## src/rtl/knn_seq_ctrl.sv

```systemverilog
// knn_seq_ctrl: streams a buffered sample to a KNN core attribute by attribute and collects the class.
// Define KNN_SEQ_TIMEOUT_EN to bound the wait for a result to TIMEOUT_CYC cycles.

module knn_seq_ctrl #(
  parameter int N_ATTR      = 4,
  parameter int GAP         = 2,
  parameter int TIMEOUT_CYC = 65535
) (
  input  logic        clk50_0_clk,
  input  logic        reset_clk50_0_reset_n,
  input  logic        host_wr_en,
  input  logic [7:0]  host_wr_addr,
  input  logic [15:0] host_wr_data,
  input  logic        host_start,
  input  logic        host_train,
  input  logic        host_knn_rst,
  output logic        host_busy,
  output logic        host_done,
  output logic        host_timeout,
  output logic [15:0] host_classe,
  output logic [7:0]  knn_dados_atributo_out,
  output logic [15:0] knn_dados_valor_out,
  output logic        knn_dados_pronto_out,
  output logic        knn_treinamento_out,
  output logic        knn_reset_out,
  input  logic [15:0] knn_classe_prevista_in,
  input  logic        knn_classe_prevista_pronto_in
);
  // state    | meaning
  // IDLE     | waiting for host_start, buffer writable
  // SEND     | one-cycle pronto for attribute r_idx
  // GAP      | idle spacing after each pronto, attribute/value held
  // WAIT_RES | classification sent, waiting for the core's class
  // DONE     | one-cycle host_done
  // KRST     | four-cycle reset pulse to the core

  localparam int         IW       = (N_ATTR > 1) ? $clog2(N_ATTR) : 1;
  localparam logic [8:0] N_ATTR_L = 9'(N_ATTR);
  localparam logic [7:0] LAST_IDX = 8'(N_ATTR - 1);
  localparam logic [3:0] GAP_L    = 4'(GAP);

  if (N_ATTR < 1 || N_ATTR > 255 || GAP < 0 || GAP > 15 ||
      TIMEOUT_CYC < 1 || TIMEOUT_CYC > 65535) begin : g_param_check
    $error("knn_seq_ctrl: parameter out of range");
  end

  typedef enum logic [2:0] {
    S_IDLE, S_SEND, S_GAP, S_WAIT_RES, S_DONE, S_KRST
  } state_t;

  state_t      r_state;
  state_t      w_next;
  state_t      w_after;
  logic [7:0]  r_idx;
  logic [3:0]  r_gap_cnt;
  logic [1:0]  r_krst_cnt;
  logic        r_train;
  logic [15:0] r_classe;
  logic [15:0] r_buf [N_ATTR];
  logic        w_busy;
  logic        w_capture;
  logic        w_start;

`ifdef KNN_SEQ_TIMEOUT_EN
  localparam logic [15:0] TO_L = 16'(TIMEOUT_CYC);
  logic [15:0] r_to_cnt;
  logic        r_timeout;
  logic        w_expire;
`endif

  assign w_busy  = (r_state != S_IDLE) && (r_state != S_DONE);
  assign w_start = (r_state == S_IDLE) && (w_next == S_SEND);
  assign w_after = (r_idx != LAST_IDX) ? S_SEND : (r_train ? S_DONE : S_WAIT_RES);

  always_ff @(posedge clk50_0_clk or negedge reset_clk50_0_reset_n) begin
    if (!reset_clk50_0_reset_n) r_state <= S_IDLE;
    else                        r_state <= w_next;
  end

  always_comb begin
    w_next    = r_state;
    w_capture = 1'b0;
`ifdef KNN_SEQ_TIMEOUT_EN
    w_expire  = 1'b0;
`endif
    case (r_state)
      S_IDLE:   if (host_start) w_next = S_SEND;
      S_SEND:   w_next = (GAP_L != 4'd0) ? S_GAP : w_after;
      S_GAP:    if (r_gap_cnt == 4'd0) w_next = w_after;
      S_WAIT_RES: begin
        // a result in the expiry cycle takes priority over the timeout
        if (knn_classe_prevista_pronto_in) begin
          w_capture = 1'b1;
          w_next    = S_DONE;
        end
`ifdef KNN_SEQ_TIMEOUT_EN
        else if (r_to_cnt == 16'd0) begin
          w_expire = 1'b1;
          w_next   = S_DONE;
        end
`endif
      end
      S_DONE:   w_next = S_IDLE;
      S_KRST:   if (r_krst_cnt == 2'd0) w_next = S_IDLE;
      default:  w_next = S_IDLE;
    endcase
    if (host_knn_rst) begin
      w_next    = S_KRST;
      w_capture = 1'b0;
`ifdef KNN_SEQ_TIMEOUT_EN
      w_expire  = 1'b0;
`endif
    end
  end

  always_ff @(posedge clk50_0_clk or negedge reset_clk50_0_reset_n) begin
    if (!reset_clk50_0_reset_n) begin
      r_idx      <= 8'd0;
      r_gap_cnt  <= 4'd0;
      r_krst_cnt <= 2'd0;
      r_train    <= 1'b0;
      r_classe   <= 16'd0;
    end else begin
      if (w_start) begin
        r_idx   <= 8'd0;
        r_train <= host_train;
      end else if (w_next == S_SEND) begin
        r_idx <= r_idx + 8'd1;
      end
      if (r_state == S_SEND)     r_gap_cnt <= GAP_L - 4'd1;
      else if (r_state == S_GAP) r_gap_cnt <= r_gap_cnt - 4'd1;
      if (host_knn_rst)           r_krst_cnt <= 2'd3;
      else if (r_state == S_KRST) r_krst_cnt <= r_krst_cnt - 2'd1;
      if (w_capture) r_classe <= knn_classe_prevista_in;
    end
  end

`ifdef KNN_SEQ_TIMEOUT_EN
  always_ff @(posedge clk50_0_clk or negedge reset_clk50_0_reset_n) begin
    if (!reset_clk50_0_reset_n) begin
      r_to_cnt  <= 16'd0;
      r_timeout <= 1'b0;
    end else begin
      if (w_start)       r_timeout <= 1'b0;
      else if (w_expire) r_timeout <= 1'b1;
      if (w_next == S_WAIT_RES && r_state != S_WAIT_RES) r_to_cnt <= TO_L - 16'd1;
      else if (r_state == S_WAIT_RES)                    r_to_cnt <= r_to_cnt - 16'd1;
    end
  end
  assign host_timeout = r_timeout;
`else
  assign host_timeout = 1'b0;
`endif

  // the buffer is frozen while busy, so the value output stays stable through GAP
  always_ff @(posedge clk50_0_clk or negedge reset_clk50_0_reset_n) begin
    if (!reset_clk50_0_reset_n) begin
      for (int i = 0; i < N_ATTR; i++) r_buf[i] <= 16'd0;
    end else if (host_wr_en && !w_busy && ({1'b0, host_wr_addr} < N_ATTR_L)) begin
      r_buf[host_wr_addr[IW-1:0]] <= host_wr_data;
    end
  end

  assign host_busy              = w_busy;
  assign host_done              = (r_state == S_DONE);
  assign host_classe            = r_classe;
  assign knn_dados_atributo_out = r_idx;
  assign knn_dados_valor_out    = r_buf[r_idx[IW-1:0]];
  assign knn_dados_pronto_out   = (r_state == S_SEND);
  assign knn_treinamento_out    = r_train;
  assign knn_reset_out          = (r_state == S_KRST);

endmodule

```

## config.mk

```make
export PLATFORM = sky130hd
export DESIGN_NAME = knn_seq_ctrl
export DESIGN_NICKNAME = d
export VERILOG_FILES = /design/src/rtl/knn_seq_ctrl.sv
export SDC_FILE = /design/constraint.sdc
export NUM_CORES = 1
export LEC_CHECK = 0
export CORE_UTILIZATION = 35
export DETAILED_ROUTE_END_ITERATION = 8
export SLEW_MARGIN = 20
export SYNTH_ARGS = -nofsm -noshare
export SYNTH_HDL_FRONTEND = slang
export SYNTH_SLANG_ARGS = --single-unit
```

## constraint.sdc

```tcl
create_clock -name clk50_0_clk -period 1.9 [get_ports clk50_0_clk]
set_input_delay 0.285 -clock clk50_0_clk [delete_from_list [all_inputs] [get_ports clk50_0_clk]]
set_output_delay 0.285 -clock clk50_0_clk [all_outputs]
set_load 0.01 [all_outputs]
```

==> results.cfg, run 1 <==
[status]
status = complete, but fails checks
failed_checks = negative setup slack

[synthesis]
yosysSeqAreaShare = 0.541
ys_ff_latch = 98
ys_types = 43
synth_nets = 373
yosys_warnings = 0
syn_area_um2 = 4530
syn_area_per_cell_um2 = 14.1
netlist_instances = 322

[worst_setup_path]
worstPathMaxFanout = 5
r2r_cells = 8
critical_path_arrival_ps = 2240
worstPathRequired_ps = 2150
crit_buf_inv = 3
cpMaxStageDelayCell = or3_4
cpLargestDelayFamily = simple AND/OR/NAND/NOR gates
cp-end-kind = register
slowest_delay_ps = 420
worst-path-stages = 8
path_cells = inv_2, ha_4, nor3b_4, buf_6, a31oi_4, or3_4, buf_6, o41ai_4
reg2reg_from = r_gap_cnt[0]
crit_type = reg -> reg
start_kind = register
cp_common_cell = buf_6
critPathLaunch = r_gap_cnt[0]

[clock_tree]
cts_root_buf = clkbuf_16
clock_latency_ps = 340
clkSinkCount = 98
cts_buffer_depth = 2
cts.clk_slew.worst_paths_ps = 70
cts_max_level = 3
cts-buffers-inserted = 9
cts_tree = yes

[global_routing]
grt_pass1_wl_um = 17400
grt_pass1_vias = 3323
grt_max_degree = 52
grt_usage = 0.172
grt.overflow.total = 0
antenna_found_initial = 0

[timing]
finClkSkew_ps = 7.25
rsz0062_at_grt = true
final_hold_viol_count = 0
fmax_ghz = 0.502
holdWs_ps = 414
drv_slew = 0
period_share = 1.05
fin_ws_ps = -90.2
post-route-min-period_ps = 1990
setup_viol = 21
fin_setup_tns_ps = -939

[cells_and_area]
drive_gt1_frac = 0.470
antenna_cells = 0
final_common_cell = dfrtp_1
nets = 520
area_growth_pct = 48.9
mostFrequentLayoutCells = dfrtp_1, mux2_2, clkdlybuf4s50_1, buf_4, buf_6

[pwr]
ir_worst_vdd_mv = 0.496
p_seq_frac = 0.355
combPwrFrac = 0.364
netSwitchingPower_uw = 2110
p_leak_uw = 0.00310
p_int_uw = 4970
pwr-share-clk = 0.281
power_per_cell_area_nw_per_um2 = 1050
swShare = 0.298

[drt]
vias = 3176
drt_iter0_drc = 97
wl_per_cell_um = 16.8
dr.pass1.iters = 4
ant_nets = 0
drc = 0
vias_per_cell = 4.92
wirelength_um = 10800

[placement]
port_buffers = 91
dpl.hpwl_um = 7160
gp_congestion = 0.814

[floorplan]
dieArea_um2 = 13400
initial_utilization = 0.359
fp.dieW_um = 116
rows = 41
io_pins = 93
die_h_um = 116
core_um2 = 12600

[run]
cap_violations = 0

[worst_hold_path]
worstHoldPathType = in -> async
registers in the layout, summed over array words and instances (netlist names):
register / flops
knn_dados_atributo_out: 8
r_buf: 64
knn_treinamento_out: 1
r_state: 3
host_classe: 16
r_krst_cnt: 2
r_gap_cnt: 4
per-stage QoR:
stage | total power, uW | utilization | setup slack [ps] | area [um2] | cells
detailed placement | 4800 | 0.477 | -332 | 6020 | 617
global placement | 4760 | 0.477 | -295 | 6020 | 617
finish | 7090 | 0.535 | -90.2 | 6750 | 646
global route | 7460 | 0.535 | -211 | 6750 | 646
floorplan | 3630 | - | -99.7 | 4560 | 322
CTS | 7030 | 0.520 | -135 | 6560 | 641
routing by layer:
layer	track usage	part of all wire	wire length [um]
met2	0.287	0.52	5580
met4	0.0650	0.015	165
met3	0.0246	0.031	331
met1	0.227	0.44	4750
met5	0	0	0
path summary, 6_finish.rpt:
path / to / slack, ps
worst max-delay path: knn_dados_atributo_out[2] / -90
worst min-delay path: knn_dados_atributo_out[6] / 410
worst max register to register: knn_dados_atributo_out[2] / -90
worst min register to register: r_krst_cnt[1] / 490
max in group asynchronous: r_buf[32] / 850
min in group clk50_0_clk: r_krst_cnt[1] / 490
layout make-up:
class / instances / area (um2)
flip-flops and latches: 98 / 2460
multi-input cells: 199 / 2200
fillers: 1109 / 5870
clock buffers: 10 / 229
clock inverters: 6 / 97.6
inverters: 9 / 33.8
repair buffers: 152 / 1520
well taps: 172 / 215
synth_stat cells, drive strengths merged:
cell	instances	area share
nor2b	1	0.0014
o21bai	1	0.0017
xnor2	1	0.0019
o41ai	9	0.019
a31oi	3	0.0075
mux2	83	0.21
a21oi	6	0.0066
or4	1	0.0025
or3	1	0.0014
a21o	1	0.0017
ha	4	0.011
and2	1	0.0014
and3	5	0.0069
nand2	10	0.0083
o22ai	2	0.0028
a2bb2oi	2	0.0052
o31ai	1	0.0017
nand2b	4	0.0055
nor3	8	0.011
nand4	1	0.0014
conb	1	0.00083
o21ai	7	0.0077
nor2	15	0.013
clkbuf	4	0.0033
nand3b	1	0.0017
nor3b	2	0.0055
o22a	1	0.0019
dfrtp	98	0.54
mux4	16	0.079
inv	9	0.0075
buf	12	0.017
a211o	1	0.0019
nand3	7	0.0077
nor4b	3	0.0058
worst register-to-register path: cells and delay by family (launching register included):
family,cells,cell delay [ps]
AO/OA/AOI/OAI,2,420
adder cells (fa/ha/maj),1,110
buffers and inverters,3,360
flip-flops,1,390
AND/OR/NAND/NOR,2,610
power groups by stage:
stage | Sequential, uW | Clock, uW | Combinational (uW)
after CTS | 2510 | 2030 | 2490
final | 2510 | 1990 | 2580
after detailed placement | 2560 | 0 | 2240
after global routing | 2550 | 2110 | 2790
after floorplan | 2610 | 0 | 1020
after global placement | 2550 | 0 | 2210
cell families after synthesis:
group	share of synthesized area
muxes	0.287
DFF	0.541
and+or+nand+nor	0.0734
AOI/OAI and AO/OA	0.0577
buffers and inverters	0.0276
adders and majority gates	0.0110
other	0.000827
xor gates and xnor gates	0.00193
repair_timing:
action / 4_1_cts / 5_1_grt
hold buffers: 1 / 0
gates resized for setup: 109 / 25
setup endpoints to repair: 36 / 91
cloned: 1 / 0
pin swaps: 7 / 7
endpoints found under the hold margin: 28 / 0
buffers inserted: 6 / 6
Note: power is estimated with default switching activity, not from simulation.
==> inputs of run 2 (changes only) <==
--- a/config.mk
+++ b/config.mk
@@ -5,8 +5,9 @@
 export SDC_FILE = /design/constraint.sdc
 export NUM_CORES = 1
 export LEC_CHECK = 0
-export CORE_UTILIZATION = 35
+export CORE_UTILIZATION = 46
 export DETAILED_ROUTE_END_ITERATION = 8
+export PLACE_DENSITY = 0.76
 export SLEW_MARGIN = 20
 export SYNTH_ARGS = -nofsm -noshare
 export SYNTH_HDL_FRONTEND = slang
==> results.cfg, run 2 (synthesis gave the netlist of run 1 again) <==
[status]
status = complete, but fails checks
failed_checks = negative setup slack

[drt]
drc = 0
dr.pass1.iters = 4
vias_per_cell = 5.36
drt_iter0_drc = 198
ant_nets = 0
vias = 3244
wirelength_um = 10700
wl_per_cell_um = 17.8

[pwr]
p_seq_frac = 0.388
combPwrFrac = 0.405
power_per_cell_area_nw_per_um2 = 992
ir_worst_vdd_mv = 0.597
swShare = 0.316
p_int_uw = 4490
netSwitchingPower_uw = 2070
pwr-share-clk = 0.207
p_leak_uw = 0.00305

[clock_tree]
cts_buffer_depth = 2
clkSinkCount = 98
cts.clk_slew.worst_paths_ps = 100
clock_latency_ps = 350
cts-buffers-inserted = 9
cts_root_buf = clkbuf_8
cts_max_level = 3
cts_tree = yes

[worst_setup_path]
crit_type = reg -> reg
cp-end-kind = register
cp_common_cell = buf_6
start_kind = register
cpLargestDelayFamily = simple AND/OR/NAND/NOR gates
critical_path_arrival_ps = 2260
worst-path-stages = 8
r2r_cells = 8
cpMaxStageDelayCell = dfrtp_2
reg2reg_from = knn_dados_atributo_out[0]
worstPathRequired_ps = 2150
r2r_end = knn_dados_atributo_out[3]
endpoint = knn_dados_atributo_out[3]
path_cells = buf_6, ha_4, nor4b_4, nand3b_1, a31oi_4, or3_4, buf_6, o31ai_4
slowest_delay_ps = 440
critPathLaunch = knn_dados_atributo_out[0]
r2r_slack_ps = -100
crit_buf_inv = 2
worstPathMaxFanout = 6

[cells_and_area]
final_common_cell = dfrtp_1
multi_input_area_um2 = 2200
top_register = r_buf
area_growth_pct = 46.0
fillers = 664
nets = 522
largest_reg_flops = 64
drive_gt1_frac = 0.477
fin_util = 0.706
mostFrequentLayoutCells = dfrtp_1, mux2_2, clkdlybuf4s50_1, buf_4, buf_6
seq_area_um2 = 2460
antenna_cells = 0

[timing]
period_share = 1.05
fin_ws_ps = -104
finClkSkew_ps = 15.4
post-route-min-period_ps = 2000
setup_viol = 25
holdWs_ps = 416
final_hold_viol_count = 0
rsz0062_at_grt = true
fmax_ghz = 0.499
fin_setup_tns_ps = -1480
drv_slew = 0

[global_routing]
antenna_found_initial = 0
grt_pass1_wl_um = 17200
grt.overflow.total = 0
grt_max_degree = 42
grt_pass1_vias = 3429
grt_usage = 0.221

[floorplan]
io_pins = 93
initial_utilization = 0.484
fp.dieW_um = 101
die_h_um = 101
core_um2 = 9370
dieArea_um2 = 10300
rows = 35

[placement]
place_ws_ps = -289
dpl.hpwl_um = 7070
gp_congestion = 0.853
port_buffers = 91

[worst_hold_path]
worstHoldPathType = in -> async

[run]
cap_violations = 0
run 2: worst min path at each step:
| stage | from | end | slack (ps) | depth (start not counted) |
|---|---|---|---|---|
| 2_1_floorplan | reset_clk50_0_reset_n | host_classe[0] | -10 | 0 |
| 3_3_place_gp | reset_clk50_0_reset_n | host_classe[13] | 260 | 1 |
| 3_5_place_dp | reset_clk50_0_reset_n | host_classe[13] | 260 | 1 |
| 4_1_cts | reset_clk50_0_reset_n | host_classe[13] | 420 | 2 |
| 5_1_grt | reset_clk50_0_reset_n | host_classe[5] | 440 | 2 |
| 6_report | reset_clk50_0_reset_n | host_classe[13] | 420 | 2 |
run 2: repair_timing:
action,CTS,global route
hold buffers,1,0
endpoints found under the hold margin,30,0
cloned,1,0
endpoints found under the setup margin,43,27
setup buffers,10,4
pin swaps,6,3
gates resized for setup,119,20
run 2: per-stage QoR:
step / instance area, um2 / std cells / power (uW)
floorplan: 4560 / 322 / 3630
global placement: 6030 / 574 / 4770
finish: 6620 / 605 / 6560
CTS: 6520 / 602 / 6520
detailed placement: 6030 / 574 / 4840
global route: 6620 / 605 / 6930
run 2: power by group through the flow:
stage / logic, uW / clock network [uW] / registers (uW)
floorplan: 1020 / 0 / 2610
global placement: 2230 / 0 / 2540
detailed placement: 2280 / 0 / 2560
CTS: 2580 / 1400 / 2540
global route: 2860 / 1500 / 2580
finish: 2660 / 1360 / 2550
run 2: layer usage:
layer | global-route usage | part of all wire
met5 | 0 | 0
met4 | 0.0814 | 0.019
met3 | 0.0311 | 0.021
met2 | 0.380 | 0.54
met1 | 0.288 | 0.42
run 2: final cells by class:
cell class,instances,share of cell area
clock inverter,6,0.0110
multi-input combinational,199,0.332
clock buffer,10,0.0193
inverter,9,0.00510
sequential,98,0.371
timing repair buffer,154,0.237
tap,129,0.0244
run 2: worst reg2reg max path: cells and delay by family (launching register included):
family          cells  cell delay [ps]
simple gates        3              700
flops               1              440
compound gates      2              320
buf+inv             2              280
fa+ha+maj           1              160
==> inputs of run 3 (changes only) <==
--- a/config.mk
+++ b/config.mk
@@ -5,9 +5,10 @@
 export SDC_FILE = /design/constraint.sdc
 export NUM_CORES = 1
 export LEC_CHECK = 0
+export CORE_MARGIN = 2
 export CORE_UTILIZATION = 46
 export DETAILED_ROUTE_END_ITERATION = 8
-export PLACE_DENSITY = 0.76
+export PLACE_DENSITY_LB_ADDON = 0.15
 export SLEW_MARGIN = 20
 export SYNTH_ARGS = -nofsm -noshare
 export SYNTH_HDL_FRONTEND = slang
==> results.cfg, run 3 (synthesis gave the netlist of run 1 again) <==
[pwr]
power_per_cell_area_nw_per_um2 = 989
swShare = 0.318
pwr-share-clk = 0.221
ir_worst_vdd_mv = 0.504
p_leak_uw = 0.00301
combPwrFrac = 0.390
p_seq_frac = 0.389
p_int_uw = 4390
netSwitchingPower_uw = 2050

[global_routing]
grt_pass1_vias = 3200
grt_max_degree = 51
grt_usage = 0.204
grt.overflow.total = 0
antenna_found_initial = 0
grt_pass1_wl_um = 16400

[drt]
vias_per_cell = 5.35
drt_iter0_drc = 102
wirelength_um = 10700
wl_per_cell_um = 17.8
ant_nets = 0
vias = 3223
dr.pass1.iters = 6
drc = 0

[cells_and_area]
drive_gt1_frac = 0.469
area_growth_pct = 43.7
mostFrequentLayoutCells = dfrtp_1, mux2_2, clkdlybuf4s50_1, buf_4
nets = 515
largest_reg_flops = 64
finalNonFillerCells = 602
fillers = 723
final_common_cell = dfrtp_1
antenna_cells = 0
top_register = r_buf

[placement]
port_buffers = 91
gp_congestion = 0.802
place_inst = 573
dpl.hpwl_um = 6860

[worst_setup_path]
start_kind = register
cp-end-kind = register
r2r_slack_ps = -120
slowest_delay_ps = 440
critical_path_arrival_ps = 2290
worstPathMaxFanout = 6
cpMaxStageDelayCell = or3_4
crit_type = reg -> reg
path_cells = buf_6, ha_4, nor4b_4, nand3b_1, a31oi_4, or3_4, buf_8, o41ai_4
worstPathRequired_ps = 2170

[floorplan]
io_pins = 93
core_um2 = 9680
initial_utilization = 0.468
fp.dieW_um = 103
die_h_um = 103
dieArea_um2 = 10700
rows = 36

[timing]
drv_slew = 0
final_hold_viol_count = 0
post-route-min-period_ps = 2020
finClkSkew_ps = 10.0
rsz0062_at_grt = true
fin_setup_tns_ps = -1520
setup_viol = 20
period_share = 1.06
fin_ws_ps = -121
fmax_ghz = 0.495

[run]
cap_violations = 0

[clock_tree]
cts_buffer_depth = 2
cts_root_buf = clkbuf_8
cts.clk_slew.worst_paths_ps = 100
clock_latency_ps = 370
clkSinkCount = 98
cts_max_level = 3
cts_tree = yes
cts-buffers-inserted = 9

[status]
failed_checks = negative setup slack
status = complete, but fails checks

[worst_hold_path]
worstHoldPathType = in -> async
[run 3: cell type report]
cell class | instances | area (um2) | share of cell area
multi-input cells | 199 | 2190 | 0.336
flip-flops and latches | 98 | 2460 | 0.378
well taps | 133 | 166 | 0.0256
inverters | 9 | 33.8 | 0.00519
clock buffers | 10 | 138 | 0.0211
repair buffers | 147 | 1460 | 0.223
clock inverters | 6 | 72.6 | 0.0111
[run 3: stage by stage]
stage	power, uW	util	cell area, um2	hold slack [ps]	setup slack [ps]
2_1_floorplan	3630	-	4560	-10.6	-99.7
3_3_place_gp	4650	0.615	5960	242	-268
3_5_place_dp	4700	0.615	5960	240	-274
4_1_cts	6430	0.660	6400	387	-147
5_1_grt	6790	0.672	6510	420	-201
6_report	6440	0.672	6510	388	-121
[run 3: worst max-delay path, delay by kind of cell, from the launching register on]
kind	cells	cell delay, ps
AOI/OAI and AO/OA	2	320
adders and majority gates	1	160
buffers and inverters	2	300
DFF	1	430
and+or+nand+nor	3	720
[run 3: power by group through the flow]
stage | Clock [uW] | Combinational [uW] | Sequential [uW]
2_1_floorplan | 0 | 1020 | 2610
3_3_place_gp | 0 | 2110 | 2550
3_5_place_dp | 0 | 2140 | 2560
4_1_cts | 1460 | 2480 | 2490
5_1_grt | 1540 | 2700 | 2540
6_report | 1420 | 2510 | 2510
[run 3: what timing repair did]
item	4_1_cts	5_1_grt
pin swaps	5	8
setup buffers	11	2
gates cloned	1	0
endpoints found under the hold margin	27	0
endpoints found under the setup margin	31	39
gates resized for setup	110	22
hold buffers	1	0
[run 3: final timing paths]
| check | from | endpoint | depth (start not counted) |
|---|---|---|---|
| max | knn_dados_atributo_out[0] | knn_dados_atributo_out[2] | 8 |
| min | reset_clk50_0_reset_n | r_krst_cnt[1] | 2 |
| max reg2reg | knn_dados_atributo_out[0] | knn_dados_atributo_out[2] | 8 |
| min reg2reg | r_krst_cnt[1] | r_krst_cnt[1] | 1 |
| max in group asynchronous | reset_clk50_0_reset_n | r_buf[15] | 3 |
| min in group clk50_0_clk | r_krst_cnt[1] | r_krst_cnt[1] | 1 |
[run 3: metal layers]
layer / GRT usage / routed length [um] / vias up
met5: 0 / 0 / -
met2: 0.328 / 5360 / 76
met4: 0.0789 / 246 / 0
li1: - / - / 1478
met3: 0.0370 / 354 / 20
met1: 0.278 / 4740 / 1649
